$ cat src/rtl/systolic_pkg.sv
// Shared sizing and scheduler state encoding for the 2x2 systolic tile scheduler
// and the systolictop array it drives.
package systolic_pkg;
  localparam int DATA_W    = 8;
  localparam int N         = 8;
  localparam int ACC_W     = 2 * DATA_W;
  localparam int DRAIN_CYC = 2;

  typedef enum logic [2:0] {
    IDLE,
    FETCH,
    FEED,
    DRAIN,
    WRITE,
    DONE
  } state_e;
endpackage

$ cat src/rtl/systolic_skew.sv
// One-cycle delay of the second-row/second-column operand pair; a synchronous
// zero-load flushes it so stale data never leaks into the next tile.
module systolic_skew
  import systolic_pkg::*;
#(
  parameter int DATA_W = systolic_pkg::DATA_W
) (
  input  logic                clk,
  input  logic                reset,
  input  logic                zero_i,
  input  logic [2*DATA_W-1:0] d_i,
  output logic [2*DATA_W-1:0] q_o
);

  logic [2*DATA_W-1:0] skew_q;
  logic [2*DATA_W-1:0] skew_d;

  always_comb begin
    skew_d = zero_i ? '0 : d_i;
  end

  always_ff @(posedge clk or posedge reset) begin
    if (reset) skew_q <= '0;
    else       skew_q <= skew_d;
  end

  assign q_o = skew_q;

endmodule

$ cat src/rtl/systolic_tile_sched.sv
// Walks an NxN matrix product as 2x2 output tiles, streaming skewed operand
// pairs from the A/B read ports into a 2x2 systolic array and writing results.
module systolic_tile_sched
  import systolic_pkg::*;
#(
  parameter int DATA_W    = systolic_pkg::DATA_W,
  parameter int N         = systolic_pkg::N,
  parameter int ACC_W     = 2 * DATA_W,
  parameter int DRAIN_CYC = systolic_pkg::DRAIN_CYC,
  localparam int IW       = $clog2(N),
  localparam int AW       = 2 * IW
) (
  input  logic                clk,
  input  logic                reset,
  input  logic                start,
  output logic [AW-1:0]       a_rd_addr,
  input  logic [2*DATA_W-1:0] a_rd_data,
  output logic [AW-1:0]       b_rd_addr,
  input  logic [2*DATA_W-1:0] b_rd_data,
  output logic [DATA_W-1:0]   a1,
  output logic [DATA_W-1:0]   a2,
  output logic [DATA_W-1:0]   b1,
  output logic [DATA_W-1:0]   b2,
  output logic                clr_acc,
  input  logic [ACC_W-1:0]    c1,
  input  logic [ACC_W-1:0]    c2,
  input  logic [ACC_W-1:0]    c3,
  input  logic [ACC_W-1:0]    c4,
  output logic                res_we,
  output logic [AW-1:0]       res_addr,
  output logic [4*ACC_W-1:0]  res_data,
  output logic                busy,
  output logic                done
);

  localparam int FW = $clog2(N + 1);
  localparam int DW = $clog2(DRAIN_CYC + 2);
  localparam logic [FW-1:0] F_LAST    = FW'(N);
  localparam logic [FW-1:0] F_RD_LAST = FW'(N - 2);
  localparam logic [DW-1:0] D_LAST    = DW'((DRAIN_CYC > 0) ? DRAIN_CYC - 1 : 0);
  localparam logic [IW-1:0] T_LAST    = IW'(N - 2);

  state_e        state_q, state_d;
  logic [FW-1:0] f_q, f_d;
  logic [DW-1:0] d_q, d_d;
  logic [IW-1:0] i_q, i_d;
  logic [IW-1:0] j_q, j_d;

  logic                in_feed;
  logic                lo_vld;
  logic                rd_en;
  logic [IW-1:0]       k_rd;
  logic [2*DATA_W-1:0] skew_q;

  always_ff @(posedge clk or posedge reset) begin
    if (reset) begin
      state_q <= IDLE;
      f_q     <= '0;
      d_q     <= '0;
      i_q     <= '0;
      j_q     <= '0;
    end else begin
      state_q <= state_d;
      f_q     <= f_d;
      d_q     <= d_d;
      i_q     <= i_d;
      j_q     <= j_d;
    end
  end

  always_comb begin
    state_d = state_q;
    f_d     = f_q;
    d_d     = d_q;
    i_d     = i_q;
    j_d     = j_q;
    unique case (state_q)
      IDLE: begin
        if (start) begin
          state_d = FETCH;
          i_d     = '0;
          j_d     = '0;
        end
      end
      FETCH: begin
        state_d = FEED;
        f_d     = '0;
      end
      FEED: begin
        if (f_q == F_LAST) begin
          f_d     = '0;
          d_d     = '0;
          state_d = (DRAIN_CYC == 0) ? WRITE : DRAIN;
        end else begin
          f_d = f_q + FW'(1);
        end
      end
      DRAIN: begin
        if (d_q == D_LAST) begin
          d_d     = '0;
          state_d = WRITE;
        end else begin
          d_d = d_q + DW'(1);
        end
      end
      WRITE: begin
        if (i_q == T_LAST && j_q == T_LAST) begin
          state_d = DONE;
        end else begin
          state_d = FETCH;
          if (j_q == T_LAST) begin
            j_d = '0;
            i_d = i_q + IW'(2);
          end else begin
            j_d = j_q + IW'(2);
          end
        end
      end
      DONE:    state_d = IDLE;
      default: state_d = IDLE;
    endcase
  end

  // Reads run one k ahead of the operands because the ports have one cycle of latency.
  always_comb begin
    in_feed = (state_q == FEED);
    lo_vld  = in_feed && (f_q != F_LAST);
    rd_en   = (state_q == FETCH) || (in_feed && (f_q <= F_RD_LAST));
    k_rd    = (state_q == FETCH) ? '0 : IW'(f_q + FW'(1));
  end

  systolic_skew #(
    .DATA_W(DATA_W)
  ) u_skew (
    .clk   (clk),
    .reset (reset),
    .zero_i(~lo_vld),
    .d_i   ({a_rd_data[2*DATA_W-1:DATA_W], b_rd_data[2*DATA_W-1:DATA_W]}),
    .q_o   (skew_q)
  );

  always_comb begin
    a_rd_addr = rd_en ? {i_q, k_rd} : '0;
    b_rd_addr = rd_en ? {k_rd, j_q} : '0;
    a1        = lo_vld ? a_rd_data[DATA_W-1:0] : '0;
    b1        = lo_vld ? b_rd_data[DATA_W-1:0] : '0;
    a2        = in_feed ? skew_q[2*DATA_W-1:DATA_W] : '0;
    b2        = in_feed ? skew_q[DATA_W-1:0] : '0;
    clr_acc   = (state_q == FETCH);
    res_we    = (state_q == WRITE);
    res_addr  = res_we ? AW'(int'(i_q) * N + int'(j_q)) : '0;
    res_data  = res_we ? {c4, c3, c2, c1} : '0;
    busy      = (state_q != IDLE);
    done      = (state_q == DONE);
  end

endmodule
$ cat config.mk
export PLATFORM = sky130hd
export DESIGN_NAME = systolic_tile_sched
export DESIGN_NICKNAME = d
export VERILOG_FILES = /design/src/rtl/systolic_pkg.sv /design/src/rtl/systolic_skew.sv /design/src/rtl/systolic_tile_sched.sv
export SDC_FILE = /design/constraint.sdc
export NUM_CORES = 1
export LEC_CHECK = 0
export ABC_AREA = 1
export ABC_CLOCK_PERIOD_IN_PS = 1160
export BUFFER_PORTS_ARGS = -buffer_cell sky130_fd_sc_hd__buf_2
export CAP_MARGIN = 0
export CORE_MARGIN = 2
export CORE_UTILIZATION = 33
export DETAILED_ROUTE_END_ITERATION = 10
export HOLD_SLACK_MARGIN = 0.12
export PLACE_DENSITY_LB_ADDON = 0.2
export SKIP_LAST_GASP = 1
export SYNTH_ARGS = -nofsm -noshare
export SYNTH_HDL_FRONTEND = slang
export SYNTH_SLANG_ARGS = --single-unit
$ cat constraint.sdc
create_clock -name clk -period 1.16 [get_ports clk]
set_input_delay 0.058 -clock clk [delete_from_list [all_inputs] [get_ports clk]]
set_output_delay 0.058 -clock clk [all_outputs]
set_load 0.02 [all_outputs]
==> metrics <==
hold_ws=0.2002 ns; critical path class=reg -> out; Final Cycle Share=1.506; Final nets=~780; H-tree levels=2; Die ar.=~8000 um2; final cell count without fillers=between 700 and 800; Seq/Total Area, Yosys=0.3001; top cell type's share of synthesized area=0.3001; clk slew on worst S/H paths=about 0.07 ns; Max Cap Violations=0; CTS Buffer Depth=2; Data arrival, critical path=~1.7 ns; area leader, netlist=dfrtp_1; synthesis-stage register bit count=29; minimum clock period=1.746 ns; Die W=about 90 um; peak supply drop=2.004 mV; Final TNS setup=-69.07 ns; CTS tree=done; CTS Sinks=29; Synth Warn #=0; Synth Cell Area=2419 um2; vias per cell=between 4 and 5; grt ovf=0; Synth area leaders=dfrtp_1, inv_1, nor2_1; RSZ-0062 raised after global routing=true; # IOs=between 200 and 250; fmax=572.6 MHz; Hold Crit Start=start; share of layout cells above drive strength 1=0.6592; CP Data Required Time=1.10 ns; placed cells=between 700 and 800; Residual DRC=0; Vias=3432; largest net degree at the start of global routing=21; routability cong.=around 0.8; fin. max-slew vios=0; ANT nets after route=0; Fin. Hold Viols=0; clock buffer count from CTS=5; Post-Synthesis Cells=between 300 and 400; antenna violations before repair=0; post-synthesis average cell area=6.467 um2; static leakage=roughly 0.0032 uW; number of global-route vias before repair=2909; antenna cells=0; Starting DRT DRC Count=73; DIE HEIGHT=89.61 um; Final setup viols=143; dpl ws=-0.2166 ns; distinct cell type count after synthesis=27; Fin Clk Skew=0.007162 ns; first-pass GRT wire length=roughly 13000 um; critical path startpoint category=flip-flop; core region area=7176 um2; Post-Route WL=about 12000 um; Avg WL per Cell=~15 um; outcome=finished with violations; placed wire-length estimate=between 6000 and 7000 um; Row Count=31; Hold/Removal Path Class=in -> reg; Synth-to-Final Area Change=144.3%; failing checks=setup timing; drt first pass iters=4; Crit. End Element=output port; maximum net fanout on the critical path=10; post-route core utilization=0.8235; power per cell area=~2200 nW/um2; GR Util All Layers=0.2093; setup slack after layout=-0.5865 ns; reg-to-reg startpoint=state_q[1]; critical path startpoint=state_q[2]; CTS root buf=clkbuf_8; initial core utilization=0.3371; latest clock arrival within the worst-skew pair=roughly 0.29 ns; port bufs=roughly 210
-- registers in the layout (all words and copies together), names as in the netlist --
name and cells:
u_skew.q_o 16, f_q 4, state_q 3, d_q 2
i_q 2, j_q 2
-- stage by stage --
| step | instance area, um2 | total power [uW] |
|---|---|---|
| floorplan | 2885 | 5972 |
| global placement | 4235 | 7831 |
| detailed placement | 4235 | 7956 |
| CTS | 4880 | 10210 |
| global route | 5909 | 13620 |
| finish | 5909 | 12980 |
-- cell families (layout without fill, tap and decap cells) --
family | after synthesis | after routing | synth area share
AND/OR/NAND/NOR | 174 | 174 | 0.3658
buffers and inverters | 153 | 448 | 0.2794
flip-flops | 29 | 29 | 0.3001
AO/OA/AOI/OAI | 11 | 11 | 0.02380
adder cells (fa/ha/maj) | 5 | 5 | 0.02587
other | 1 | 4 | 0.001551
XOR/XNOR | 1 | 1 | 0.003622
-- path summary, 6_finish.rpt --
check                      depth (start not counted)  slack, ns      endpoint
hold reg to reg                                    1       0.55        d_q[1]
hold / removal                                     5       0.20    state_q[0]
setup reg to reg                                  11      -0.50        j_q[2]
setup / recovery                                   7      -0.59  res_data[42]
min in group asynchronous                          4       0.37        j_q[2]
max in group asynchronous                          4       0.59    state_q[1]
-- cell usage after synthesis --
cell type  number
a21boi_0        1
a21oi_1         5
buf_12          2
buf_2           5
buf_4           7
buf_6           3
buf_8           1
conb_1          1
dfrtp_1        29
ha_1            5
inv_1         130
inv_2           4
inv_4           1
nand2_1        24
nand2_2         1
nand2_4         3
nand3_1        12
nand3b_1        1
nand4_1         4
nor2_1        105
nor2_4         21
nor2_8          1
nor3_1          1
o21ai_0         4
o21ai_1         1
or2_2           1
xnor2_1         1
-- final cells by class --
type                    instances  area (um2)
clock buffers                   6       72.57
clock inverters                 2       10.01
fillers                       412        1266
inverters                     135       521.8
multi-input cells             195        1790
flip-flops and latches         29       729.5
well taps                      99       123.9
repair buffers                304        2653
repair inverters                1       8.758
-- cells in the final DEF (no fill, tap or decap), types with 5 or more instances in the layout --
master | netlist | routed
buf_6 | 3 | 82
inv_1 | 130 | 125
nor2_1 | 105 | 18
buf_2 | 5 | 100
nor2_4 | 21 | 100
dlygate4sd3_1 | 0 | 17
nand2_1 | 24 | 18
nor2_2 | 0 | 8
inv_2 | 4 | 6
buf_8 | 1 | 5
dfrtp_1 | 29 | 26
a21oi_2 | 0 | 5
buf_4 | 7 | 85
buf_12 | 2 | 8
nand3_1 | 12 | 6
clkbuf_8 | 0 | 5
nand2_4 | 3 | 5
-- report_power, final --
part	internal, uW	leakage (uW)	switching, uW
clock	415	0.0000450	416
combinational	5000	0.00281	5470
sequential	1430	0.000366	258
-- layer usage --
metal	share of wire	track usage	vias to the layer above	wire length (um)
li1	-	-	1605	-
met3	0.071	0.03931	30	838
met4	0.029	0.07056	0	342
met5	0	0	-	0
met2	0.56	0.4164	176	6606
met1	0.34	0.2153	1621	3953
-- repair_timing --
item,in CTS,in global routing
buffers inserted,14,21
endpoints found under the setup margin,143,143
endpoints found under the hold margin,45,0
resized for setup,67,243
gates cloned,3,6
pin swaps,6,17
hold buffers,17,0
-- worst max-delay path, stage by stage, from the launching register on --
cell	delay (ns)
dfrtp_1	0.45
inv_4	0.08
buf_12	0.14
nor2_8	0.17
inv_8	0.10
buf_12	0.15
nor2_1	0.13
buf_4	0.17
(Power assumes the default switching activity.)
